--- src/rtl/miner_regs_pkg.sv ---
// Shared constants for the mining-core register bank: register offsets,
// CTRL/STATUS bit positions, fixed read values and the access FSM states.
package miner_regs_pkg;

    // Byte offsets of the scalar registers.
    localparam logic [7:0] OFF_CTRL        = 8'h00;
    localparam logic [7:0] OFF_STATUS      = 8'h04;
    localparam logic [7:0] OFF_NONCE_START = 8'h08;
    localparam logic [7:0] OFF_NONCE_END   = 8'h0C;
    localparam logic [7:0] OFF_FOUND_NONCE = 8'h10;
    localparam logic [7:0] OFF_CYCLE_CNT   = 8'h14;
    localparam logic [7:0] OFF_VERSION     = 8'h18;
    // Base offsets of the word arrays (consecutive 32-bit words).
    localparam logic [7:0] OFF_MIDSTATE0   = 8'h20;
    localparam logic [7:0] OFF_TAIL0       = 8'h40;

    localparam int NUM_MIDSTATE = 8;
    localparam int NUM_TAIL     = 3;

    // CTRL bits.
    localparam int CTRL_START_BIT  = 0;
    localparam int CTRL_IRQ_EN_BIT = 1;
    localparam int CTRL_ABORT_BIT  = 2;

    // STATUS bits.
    localparam int STATUS_BUSY_BIT  = 0;
    localparam int STATUS_DONE_BIT  = 1;
    localparam int STATUS_FOUND_BIT = 2;

    localparam logic [31:0] VERSION_VALUE  = 32'h534D_0001;
    localparam logic [31:0] UNMAPPED_VALUE = 32'hDEAD_BEEF;

    // Access FSM: one access per addr_valid assertion.
    typedef enum logic [1:0] {
        ST_IDLE = 2'd0,
        ST_RESP = 2'd1,
        ST_WAIT = 2'd2
    } acc_state_e;

    // Word index used by the decoder (reg_addr[7:2]).
    function automatic logic [5:0] word_idx(input logic [7:0] off);
        return off[7:2];
    endfunction

endpackage

--- src/rtl/miner_regbank_if.sv ---
// Regbus link between the AXI4-Lite bridge (master) and the register bank (slave).
interface miner_regbank_if #(
    parameter int ADDR_W = 32,
    parameter int DATA_W = 32
);
    logic              addr_valid;
    logic              reg_write;
    logic [ADDR_W-1:0] reg_addr;
    logic [DATA_W-1:0] reg_wdata;
    logic              reg_ready;
    logic [DATA_W-1:0] reg_rdata;

    modport master (
        output addr_valid, reg_write, reg_addr, reg_wdata,
        input  reg_ready, reg_rdata
    );

    modport slave (
        input  addr_valid, reg_write, reg_addr, reg_wdata,
        output reg_ready, reg_rdata
    );
endinterface

--- src/rtl/miner_regbank.sv ---
// Control/status register bank for the mining core: decodes regbus accesses,
// holds the job descriptor, pulses Start/Abort and captures engine status.
// Only DATA_W = 32 is supported.
module miner_regbank
    import miner_regs_pkg::*;
#(
    parameter int ADDR_W = 32,
    parameter int DATA_W = 32
) (
    input  logic                  Clk,
    input  logic                  Rst_n,
    miner_regbank_if.slave        regbus_if,
    output logic [255:0]          Midstate,
    output logic [95:0]           Data_tail,
    output logic [31:0]           Nonce_start,
    output logic [31:0]           Nonce_end,
    output logic                  Start,
    output logic                  Abort,
    input  logic                  Busy,
    input  logic                  Done,
    input  logic                  Found,
    input  logic [31:0]           Found_nonce,
    output logic                  Irq
);

    localparam logic [5:0] IDX_CTRL        = word_idx(OFF_CTRL);
    localparam logic [5:0] IDX_STATUS      = word_idx(OFF_STATUS);
    localparam logic [5:0] IDX_NONCE_START = word_idx(OFF_NONCE_START);
    localparam logic [5:0] IDX_NONCE_END   = word_idx(OFF_NONCE_END);
    localparam logic [5:0] IDX_FOUND_NONCE = word_idx(OFF_FOUND_NONCE);
    localparam logic [5:0] IDX_CYCLE_CNT   = word_idx(OFF_CYCLE_CNT);
    localparam logic [5:0] IDX_VERSION     = word_idx(OFF_VERSION);
    localparam logic [5:0] IDX_MIDSTATE0   = word_idx(OFF_MIDSTATE0);
    localparam logic [5:0] IDX_TAIL0       = word_idx(OFF_TAIL0);

    // ---------------------------------------------------------------
    // Access decode
    // ---------------------------------------------------------------
    acc_state_e        state_q, state_d;
    logic              access;
    logic              wr_en;
    logic              rd_en;
    logic [5:0]        idx;
    logic [DATA_W-1:0] wdata;
    logic              unused_addr;

    // Only word index bits take part in decode; the rest alias.
    assign unused_addr = ^{regbus_if.reg_addr[ADDR_W-1:8], regbus_if.reg_addr[1:0]};
    assign idx    = regbus_if.reg_addr[7:2];
    assign wdata  = regbus_if.reg_wdata;
    assign access = (state_q == ST_IDLE) && regbus_if.addr_valid;
    assign wr_en  = access &&  regbus_if.reg_write;
    assign rd_en  = access && !regbus_if.reg_write;

    // ---------------------------------------------------------------
    // Register state
    // ---------------------------------------------------------------
    logic              irq_en_q;
    logic              done_q, done_d;
    logic              found_q, found_d;
    logic [31:0]       found_nonce_q;
    logic [31:0]       cycle_cnt_q;
    logic [31:0]       nonce_start_q;
    logic [31:0]       nonce_end_q;
    logic [31:0]       midstate_q [NUM_MIDSTATE];
    logic [31:0]       tail_q     [NUM_TAIL];
    logic              start_q, start_d;
    logic              abort_q, abort_d;
    logic              irq_q;
    logic [DATA_W-1:0] rdata_q, rdata_d;
    logic              ctrl_wr;
    logic              status_wr;

    assign ctrl_wr   = wr_en && (idx == IDX_CTRL);
    assign status_wr = wr_en && (idx == IDX_STATUS);

    // ---------------------------------------------------------------
    // Access FSM
    // ---------------------------------------------------------------

    // FSM state register.
    always_ff @(posedge Clk or negedge Rst_n) begin
        // NOTE: sequential state uses non-blocking assignments so every flop samples pre-edge values.
        if (!Rst_n) state_q <= ST_IDLE;
        else        state_q <= state_d;
    end

    // FSM next state: serve once, then wait for addr_valid to drop.
    always_comb begin
        // NOTE: default first so every path assigns the signal and no latch is inferred.
        state_d = state_q;
        case (state_q)
            ST_IDLE: if (regbus_if.addr_valid)  state_d = ST_RESP;
            ST_RESP:                            state_d = ST_WAIT;
            ST_WAIT: if (!regbus_if.addr_valid) state_d = ST_IDLE;
            default:                            state_d = ST_IDLE;
        endcase
    end

    // FSM outputs: acknowledge for the single RESP cycle.
    always_comb begin
        regbus_if.reg_ready = (state_q == ST_RESP);
    end

    assign regbus_if.reg_rdata = rdata_q;

    // ---------------------------------------------------------------
    // Control and status next-state
    // ---------------------------------------------------------------

    // Pulse requests and sticky flags; ABORT beats START, a START during Busy is dropped,
    // and an engine pulse beats a simultaneous write-1-to-clear.
    always_comb begin
        abort_d = ctrl_wr && wdata[CTRL_ABORT_BIT];
        start_d = ctrl_wr && wdata[CTRL_START_BIT] && !wdata[CTRL_ABORT_BIT] && !Busy;
        done_d  = Done  || (done_q  && !(status_wr && wdata[STATUS_DONE_BIT]));
        found_d = Found || (found_q && !(status_wr && wdata[STATUS_FOUND_BIT]));
    end

    // Control, status, counter and interrupt registers.
    always_ff @(posedge Clk or negedge Rst_n) begin
        if (!Rst_n) begin
            irq_en_q      <= 1'b0;
            done_q        <= 1'b0;
            found_q       <= 1'b0;
            found_nonce_q <= '0;
            cycle_cnt_q   <= '0;
            start_q       <= 1'b0;
            abort_q       <= 1'b0;
            irq_q         <= 1'b0;
        end else begin
            start_q <= start_d;
            abort_q <= abort_d;
            done_q  <= done_d;
            found_q <= found_d;
            if (ctrl_wr) irq_en_q <= wdata[CTRL_IRQ_EN_BIT];
            // First hit wins until software clears FOUND.
            if (Found && !found_q) found_nonce_q <= Found_nonce;
            // Clear on the Start pulse takes priority over counting.
            if (start_q)                          cycle_cnt_q <= '0;
            else if (Busy && (cycle_cnt_q != '1)) cycle_cnt_q <= cycle_cnt_q + 32'd1;
            irq_q <= irq_en_q && (done_q || found_q);
        end
    end

    // Job descriptor registers (nonce range, midstate, header tail).
    always_ff @(posedge Clk or negedge Rst_n) begin
        if (!Rst_n) begin
            nonce_start_q <= '0;
            nonce_end_q   <= '0;
            // NOTE: these arrays drive outputs that must be 0 out of reset, so they are plain reset flops, not RAM.
            for (int i = 0; i < NUM_MIDSTATE; i++) midstate_q[i] <= '0;
            for (int i = 0; i < NUM_TAIL; i++)     tail_q[i]     <= '0;
        end else if (wr_en) begin
            if (idx == IDX_NONCE_START) nonce_start_q <= wdata;
            if (idx == IDX_NONCE_END)   nonce_end_q   <= wdata;
            for (int i = 0; i < NUM_MIDSTATE; i++)
                if (idx == 6'(IDX_MIDSTATE0 + i)) midstate_q[i] <= wdata;
            for (int i = 0; i < NUM_TAIL; i++)
                if (idx == 6'(IDX_TAIL0 + i)) tail_q[i] <= wdata;
        end
    end

    // ---------------------------------------------------------------
    // Read path
    // ---------------------------------------------------------------

    // Read mux; unmapped words return a recognisable marker.
    always_comb begin
        rdata_d = UNMAPPED_VALUE;
        case (idx)
            IDX_CTRL:        rdata_d = {29'd0, 1'b0, irq_en_q, 1'b0};
            IDX_STATUS:      rdata_d = {29'd0, found_q, done_q, Busy};
            IDX_NONCE_START: rdata_d = nonce_start_q;
            IDX_NONCE_END:   rdata_d = nonce_end_q;
            IDX_FOUND_NONCE: rdata_d = found_nonce_q;
            IDX_CYCLE_CNT:   rdata_d = cycle_cnt_q;
            IDX_VERSION:     rdata_d = VERSION_VALUE;
            default:         rdata_d = UNMAPPED_VALUE;
        endcase
        for (int i = 0; i < NUM_MIDSTATE; i++)
            if (idx == 6'(IDX_MIDSTATE0 + i)) rdata_d = midstate_q[i];
        for (int i = 0; i < NUM_TAIL; i++)
            if (idx == 6'(IDX_TAIL0 + i)) rdata_d = tail_q[i];
    end

    // Read data register: updated only by reads, held across writes.
    always_ff @(posedge Clk or negedge Rst_n) begin
        if (!Rst_n)     rdata_q <= '0;
        else if (rd_en) rdata_q <= rdata_d;
    end

    // ---------------------------------------------------------------
    // Output wiring
    // ---------------------------------------------------------------
    for (genvar g = 0; g < NUM_MIDSTATE; g++) begin : g_midstate
        assign Midstate[32*g +: 32] = midstate_q[g];
    end

    for (genvar g = 0; g < NUM_TAIL; g++) begin : g_tail
        assign Data_tail[32*g +: 32] = tail_q[g];
    end

    assign Nonce_start = nonce_start_q;
    assign Nonce_end   = nonce_end_q;
    assign Start       = start_q;
    assign Abort       = abort_q;
    assign Irq         = irq_q;

endmodule

--- src/flat_wrapper.sv ---
// flat-port wrapper written by rule: the top's interface ports become plain ports
module miner_regbank_flat import miner_regs_pkg::*;
#(
    parameter int ADDR_W = 32,
    parameter int DATA_W = 32
)
  (Clk, Rst_n, Midstate, Data_tail, Nonce_start, Nonce_end, Start, Abort, Busy, Done, Found, Found_nonce, Irq, regbus_if_addr_valid, regbus_if_reg_write, regbus_if_reg_addr, regbus_if_reg_wdata, regbus_if_reg_ready, regbus_if_reg_rdata);
  miner_regbank_if #(.ADDR_W(ADDR_W), .DATA_W(DATA_W)) regbus_if_i ();
  input  logic Clk;
  input  logic Rst_n;
  output logic [255:0] Midstate;
  output logic [95:0] Data_tail;
  output logic [31:0] Nonce_start;
  output logic [31:0] Nonce_end;
  output logic Start;
  output logic Abort;
  input  logic Busy;
  input  logic Done;
  input  logic Found;
  input  logic [31:0] Found_nonce;
  output logic Irq;
  input wire logic [$bits(regbus_if_i.addr_valid)-1:0] regbus_if_addr_valid;
  input wire logic [$bits(regbus_if_i.reg_write)-1:0] regbus_if_reg_write;
  input wire logic [$bits(regbus_if_i.reg_addr)-1:0] regbus_if_reg_addr;
  input wire logic [$bits(regbus_if_i.reg_wdata)-1:0] regbus_if_reg_wdata;
  output wire logic [$bits(regbus_if_i.reg_ready)-1:0] regbus_if_reg_ready;
  output wire logic [$bits(regbus_if_i.reg_rdata)-1:0] regbus_if_reg_rdata;
  assign regbus_if_i.addr_valid = regbus_if_addr_valid;
  assign regbus_if_i.reg_write = regbus_if_reg_write;
  assign regbus_if_i.reg_addr = regbus_if_reg_addr;
  assign regbus_if_i.reg_wdata = regbus_if_reg_wdata;
  assign regbus_if_reg_ready = regbus_if_i.reg_ready;
  assign regbus_if_reg_rdata = regbus_if_i.reg_rdata;
  miner_regbank #(.ADDR_W(ADDR_W), .DATA_W(DATA_W)) u_core (.Clk(Clk), .Rst_n(Rst_n), .regbus_if(regbus_if_i), .Midstate(Midstate), .Data_tail(Data_tail), .Nonce_start(Nonce_start), .Nonce_end(Nonce_end), .Start(Start), .Abort(Abort), .Busy(Busy), .Done(Done), .Found(Found), .Found_nonce(Found_nonce), .Irq(Irq));
endmodule
--- config.mk ---
export PLATFORM = sky130hd
export DESIGN_NAME = miner_regbank_flat
export DESIGN_NICKNAME = d
export VERILOG_FILES = /design/src/rtl/miner_regs_pkg.sv /design/src/rtl/miner_regbank_if.sv /design/src/rtl/miner_regbank.sv /design/src/flat_wrapper.sv
export SDC_FILE = /design/constraint.sdc
export NUM_CORES = 1
export LEC_CHECK = 0
export ABC_AREA = 1
export CAP_MARGIN = 20
export CORE_ASPECT_RATIO = 0.8
export CORE_MARGIN = 4
export CORE_UTILIZATION = 40
export DETAILED_ROUTE_END_ITERATION = 10
export GPL_TIMING_DRIVEN = 0
export PLACE_DENSITY_LB_ADDON = 0.08
export SYNTH_ARGS = -nofsm -noshare
export SYNTH_HDL_FRONTEND = slang
export SYNTH_SLANG_ARGS = --single-unit
--- constraint.sdc ---
create_clock -name Clk -period 4.5 [get_ports Clk]
set_clock_uncertainty 0.15 [all_clocks]
set_input_delay 1.35 -clock Clk [delete_from_list [all_inputs] [get_ports Clk]]
set_output_delay 1.35 -clock Clk [all_outputs]
set_load 0.005 [all_outputs]
=== Word-level counts from Yosys, hierarchy flattened ===
Index checks and enable logic that the tools add are counted.
Widths: inputs -> output; s select.

* Input port bits: 103
* Flip-flop bits (word level): 520
* Logic and storage cells: 105

* Multiplexer cells: 17
* Add/sub/neg operators: 1
* Equal/unequal tests: 22
* Reduce and logical (&&, ||, !) cells: 42

{| class="wikitable"
|+ Operator list
! cell !! count
|-
| $mux 32 || 13
|-
| $pmux 32 s7 || 1
|-
| $eq 6x4->1 const B || 8
|-
| $add 32x1->32 const B || 1
|-
| $ne 32x32->1 const B || 1
|-
| $reduce_and 2->1 || 14
|-
| $eq 6x3->1 const B || 3
|-
| $eq 6x5->1 const B || 3
|-
| $logic_and 1x1->1 || 16
|-
| $eq 6x2->1 const B || 2
|-
| $eq 6x1->1 const B || 1
|-
| $logic_not 1->1 || 6
|-
| $logic_not 6->1 || 1
|-
| $pmux 2 s3 || 1
|-
| $mux 2 || 2
|-
| $ne 2x2->1 const B || 2
|-
| $logic_or 1x1->1 || 3
|-
| $eq 2x1->1 const B || 1
|-
| $eq 2x2->1 const B || 1
|-
| $logic_not 2->1 || 1
|-
| $reduce_bool 2->1 || 1
|}

=== Depth between registers and ports, before layout ===
* Depth after elaboration: 13
* Mapped depth: 16
* Depth with buffers taken out: 14

=== Worst setup path before layout ===
Ideal clock, no wire load.

* Path type: input-to-reg
* Start point: in regbus_if_reg_addr[2]
* End point: reg u_core.rdata_q[13], in the netlist u_core.regbus_if.reg_rdata[13]
* Data required time: 4.232 ns
* Stages on the path: 11
* Arrival time: 2.756 ns
* Library setup time: 0.118 ns
* Path slack: 1.476 ns
* Path through: buf_2 > nor2_4 > nand2_1 > nor2_4 > inv_2 > clkbuf_1 > or2_2 > nand4_1 > nor2_1 > nand4_1 > nand2_1

* Word-level cells in the longest chain between the ends: 13
* Elaborated cells between the ends (all ways): 30
* Classes of those cells: eq/ne (17); mux (12); reduce/logical (1)

{| class="wikitable"
|+ Ends and longest elaborated chain
! what !! line !! source
|-
| from (decl) || flat_wrapper.sv:24 || <nowiki>input wire logic [$bits(regbus_if_i.reg_addr)-1:0] regbus_if_reg_addr;</nowiki>
|-
| $eq 6x3->1, or another cell as far along || miner_regbank.sv:171 || <nowiki>case (idx)</nowiki>
|-
| $pmux 32 s7 || miner_regbank.sv:171 ||
|-
| $mux 32 (8 in series) || miner_regbank.sv:182 || <nowiki>if (idx == 6'(IDX_MIDSTATE0 + i)) rdata_d = midstate_q[i];</nowiki>
|-
| $mux 32 (2 in series) || miner_regbank.sv:184 || <nowiki>if (idx == 6'(IDX_TAIL0 + i)) rdata_d = tail_q[i];</nowiki>
|-
| $mux 32 * || miner_regbank.sv:184 ||
|-
| to (signal assigned) || miner_regbank.sv:190 || <nowiki>else if (rd_en) rdata_q <= rdata_d;</nowiki>
|-
| to (decl) || miner_regbank.sv:70 || <nowiki>logic [DATA_W-1:0] rdata_q, rdata_d;</nowiki>
|}

Mark *: on every way between the ends. The rest lies on a longest branch, timed or not.
A chain may end at the register's enable or synchronous reset.

=== Worst setup path in the final report ===
* Start point: in regbus_if_reg_addr[6]
* End point: reg u_core.rdata_q[28], in the netlist u_core.regbus_if.reg_rdata[28]

Same word-level chain as after synthesis.

==> out/metrics.cfg <==
[worst_setup_path]
critPathLaunchType=input port
cpMaxStageDelayCell=clkbuf_1
crit_family=simple AND/OR/NAND/NOR gates
crit_end=u_core.regbus_if.reg_rdata[28]
r2r_start=u_core.state_q[1]
crit_type=input port to register
crit_path_start=regbus_if_reg_addr[6]
cp_max_fo=10
reg2reg_depth=8
cpPeakStageDelay_ns=0.80
crit_buf_inv=3
r2r_slack_ns=1.34
crit_arrival_ns=4.67
r2r-end=u_core.Data_tail[25]
crit_required_ns=4.86
cp-end-kind=register
cp.depth=11
worstPathCellList=clkdlybuf4s50_1 -> nor2_1 -> buf_2 -> nand2_1 -> nor2_1 -> clkbuf_1 -> nand2_1 -> nand4_1 -> nor2_1 -> nand4_1 -> nand2_1

[power_and_ir_drop]
pwr_density_cell_nw_per_um2=394.8
p_seq_frac=0.457
p_clk_frac=0.362
leakagePower_nw=13.92
internal-power_mw=8.851
pwr-share-comb=0.181
ir_drop_uv=315.2
p_sw_frac=0.2925
p_sw_mw=3.660

[cells_and_area]
synthToLayoutAreaGrowth_pct=34.38
fill_cells=5541
fin_area_um2=31690
multiInputGateArea_um2=8740
drive_gt1_frac=0.04618
nets=3620
regArea_um2=13010

[outcome]
status=finished clean

[cts]
cts.path.max_buffers=3
cts_buffers=55
clock_sinks=520
postCtsHoldBufs=0
cts_tree=done
htreeDepth=2
clk_latency_ns=0.62
post_cts_buffers=0
postCtsResizedCells=0
path_clk_slew_ns=0.06
root_buffer=clkbuf_16

[synth]
ys.warnings.count=0
synth_top_area_cell=dfrtp_1
ys_seq_elements=520
yosys-top-cells-area=dfrtp_1 (55%), nand2_1 (13%), o21ai_0 (8.7%), inv_1 (4.7%), nor2_1 (4.2%)
syn_area_per_cell_um2=8.060
synth_edf_count=0
synth_nets=3030
yosysSeqAreaShare=0.5518
netlist_instances=2926
ys.flop_type=dfrtp_1
yosysUniqueCellTypes=34
yosysMostFrequentCell=nand2_1
synth_area_um2=23580
synth_commonest_cells=nand2_1 (818), dfrtp_1 (520), o21ai_0 (409)
yosys.area.top_type_share=0.5518
ys_async_sr_fraction=1.000

[sta]
whs_ns=0.3313
period_share=0.9585
slew_violations=0
rsz0062_at_grt=false
slew_headroom=0.2753
fin_tns_setup_ns=0
setup_viol=0
max_freq_mhz=231.8
min_period_ns=4.313
hold_viol=0
worst_pin_slew_ns=1.087
worst_slack_ns=0.1866

[place]
placed_area_um2=29980
portBuffers=527
gp_congestion=0.9729
dp_hpwl_mm=89.98
pre_cts_slack_ns=-0.2513

[floorplan]
die_height_um=225.2
pin_count=555
coreArea_um2=58220
row_count=79
die_x_um=279.5
dieArea_um2=62930
start_util=0.4051

[hold_path]
holdCritPathClass=register to register
whs_path_depth=2

[global_route]
grtUsageTotal=0.3509
antenna_found_initial=4
grt_max_degree=109
grt_pass1_wl_mm=161.4
grt_pass1_vias=22790
overflow=0

[routing]
drt-total-wl_mm=112.7
via_per_inst=5.437
dr.pass1.iters=6
ant_nets=0
via_count=23500
wl_per_cell_um=26.07
dr.first_iter.drc_count=2788
drc_errors=0

[job]
maxCapViolCount=0

-- placed cells by master (no fill, tap or decap), drive strengths merged, types with 2 or more instances in the layout --
master	count
nand2	821
clkdlybuf4s50	526
dfrtp	520
o21ai	450
inv	306
nor2	273
clkbuf	231
nand4	124
a21oi	85
or2	66
nand3	46
buf	30
nor3	20
mux2	12
clkinv	7
nor4	6
xor2	5
o31ai	5
a21boi	4
a31oi	3
bufinv	3
diode	2
o21bai	2
xnor2	2
-- metrics by stage --
step | std cells | total power [mW] | util
floorplan | 2926 | 6.298 | -
global placement | 4222 | 7.988 | 0.5122
detailed placement | 4228 | 8.029 | 0.5149
CTS | 4320 | 12.51 | 0.5442
global route | 4322 | 12.95 | 0.5443
finish | 4322 | 12.51 | 0.5443
-- logic make-up (layout without fill, tap and decap cells) --
group           count (synthesis)  after routing  synth area share
mux                            12             12          0.005730
simple gates                 1357           1357            0.2435
compound gates                550            550            0.1182
fa+ha+maj                       1              1         0.0005305
xor+xnor                        7              7          0.002600
buf+inv                       479           1104           0.07762
flops                         520            520            0.5518
other cells                     0              2                 0
-- flip-flops by register name (all words and copies together), names as in the netlist --
register	cells
u_core.Start	1
u_core.Midstate	256
u_core.irq_en_q	1
u_core.found_nonce_q	32
u_core.Data_tail	96
u_core.found_q	1
u_core.Irq	1
u_core.regbus_if.reg_rdata	32
u_core.Nonce_start	32
u_core.Nonce_end	32
u_core.done_q	1
u_core.state_q	2
u_core.Abort	1
u_core.cycle_cnt_q	32
-- power groups by stage --
stage | clock network, mW | logic (mW) | registers, mW
floorplan | 0 | 0.694 | 5.60
global placement | 0 | 2.21 | 5.78
detailed placement | 0 | 2.26 | 5.77
CTS | 4.54 | 2.27 | 5.70
global route | 4.73 | 2.47 | 5.75
finish | 4.52 | 2.27 | 5.72
-- cell type report --
| type | instances | share of cell area |
|---|---|---|
| antenna | 2 | 0.0001579 |
| buffer | 175 | 0.02175 |
| clock buffer | 79 | 0.04880 |
| clock inverter | 13 | 0.005093 |
| inverter | 304 | 0.03601 |
| multi-input combinational | 1927 | 0.2758 |
| sequential | 520 | 0.4106 |
| tap | 769 | 0.03036 |
| timing repair buffer | 533 | 0.1714 |
-- worst min-delay path by stage --
stage	start	to	slack, ns
after floorplan	u_core.irq_en_q	u_core.irq_en_q	0.30
after global placement	u_core.regbus_if.reg_rdata[12]	u_core.regbus_if.reg_rdata[12]	0.32
after detailed placement	u_core.regbus_if.reg_rdata[24]	u_core.regbus_if.reg_rdata[24]	0.32
after CTS	u_core.regbus_if.reg_rdata[24]	u_core.regbus_if.reg_rdata[24]	0.33
after global routing	u_core.regbus_if.reg_rdata[24]	u_core.regbus_if.reg_rdata[24]	0.34
final	u_core.regbus_if.reg_rdata[24]	u_core.regbus_if.reg_rdata[24]	0.33
-- metal layers --
metal | vias up | routed length [µm] | track usage
met5 | - | 0 | 0
met2 | 1259 | 49710 | 0.5362
met4 | 0 | 3658 | 0.1054
li1 | 10520 | - | -
met1 | 11560 | 48390 | 0.5005
met3 | 162 | 10930 | 0.08410
-- worst register-to-register path, cell delays in order (launching register included) --
cell	delay [ns]
dfrtp_1	0.40
nor2_1	0.09
nand2_1	0.07
nor2_1	0.67
buf_2	0.48
nand2_1	0.37
clkbuf_1	0.51
nand2_1	0.18
o21ai_0	0.10
No activity file was read; power rests on OpenSTA's default activity.
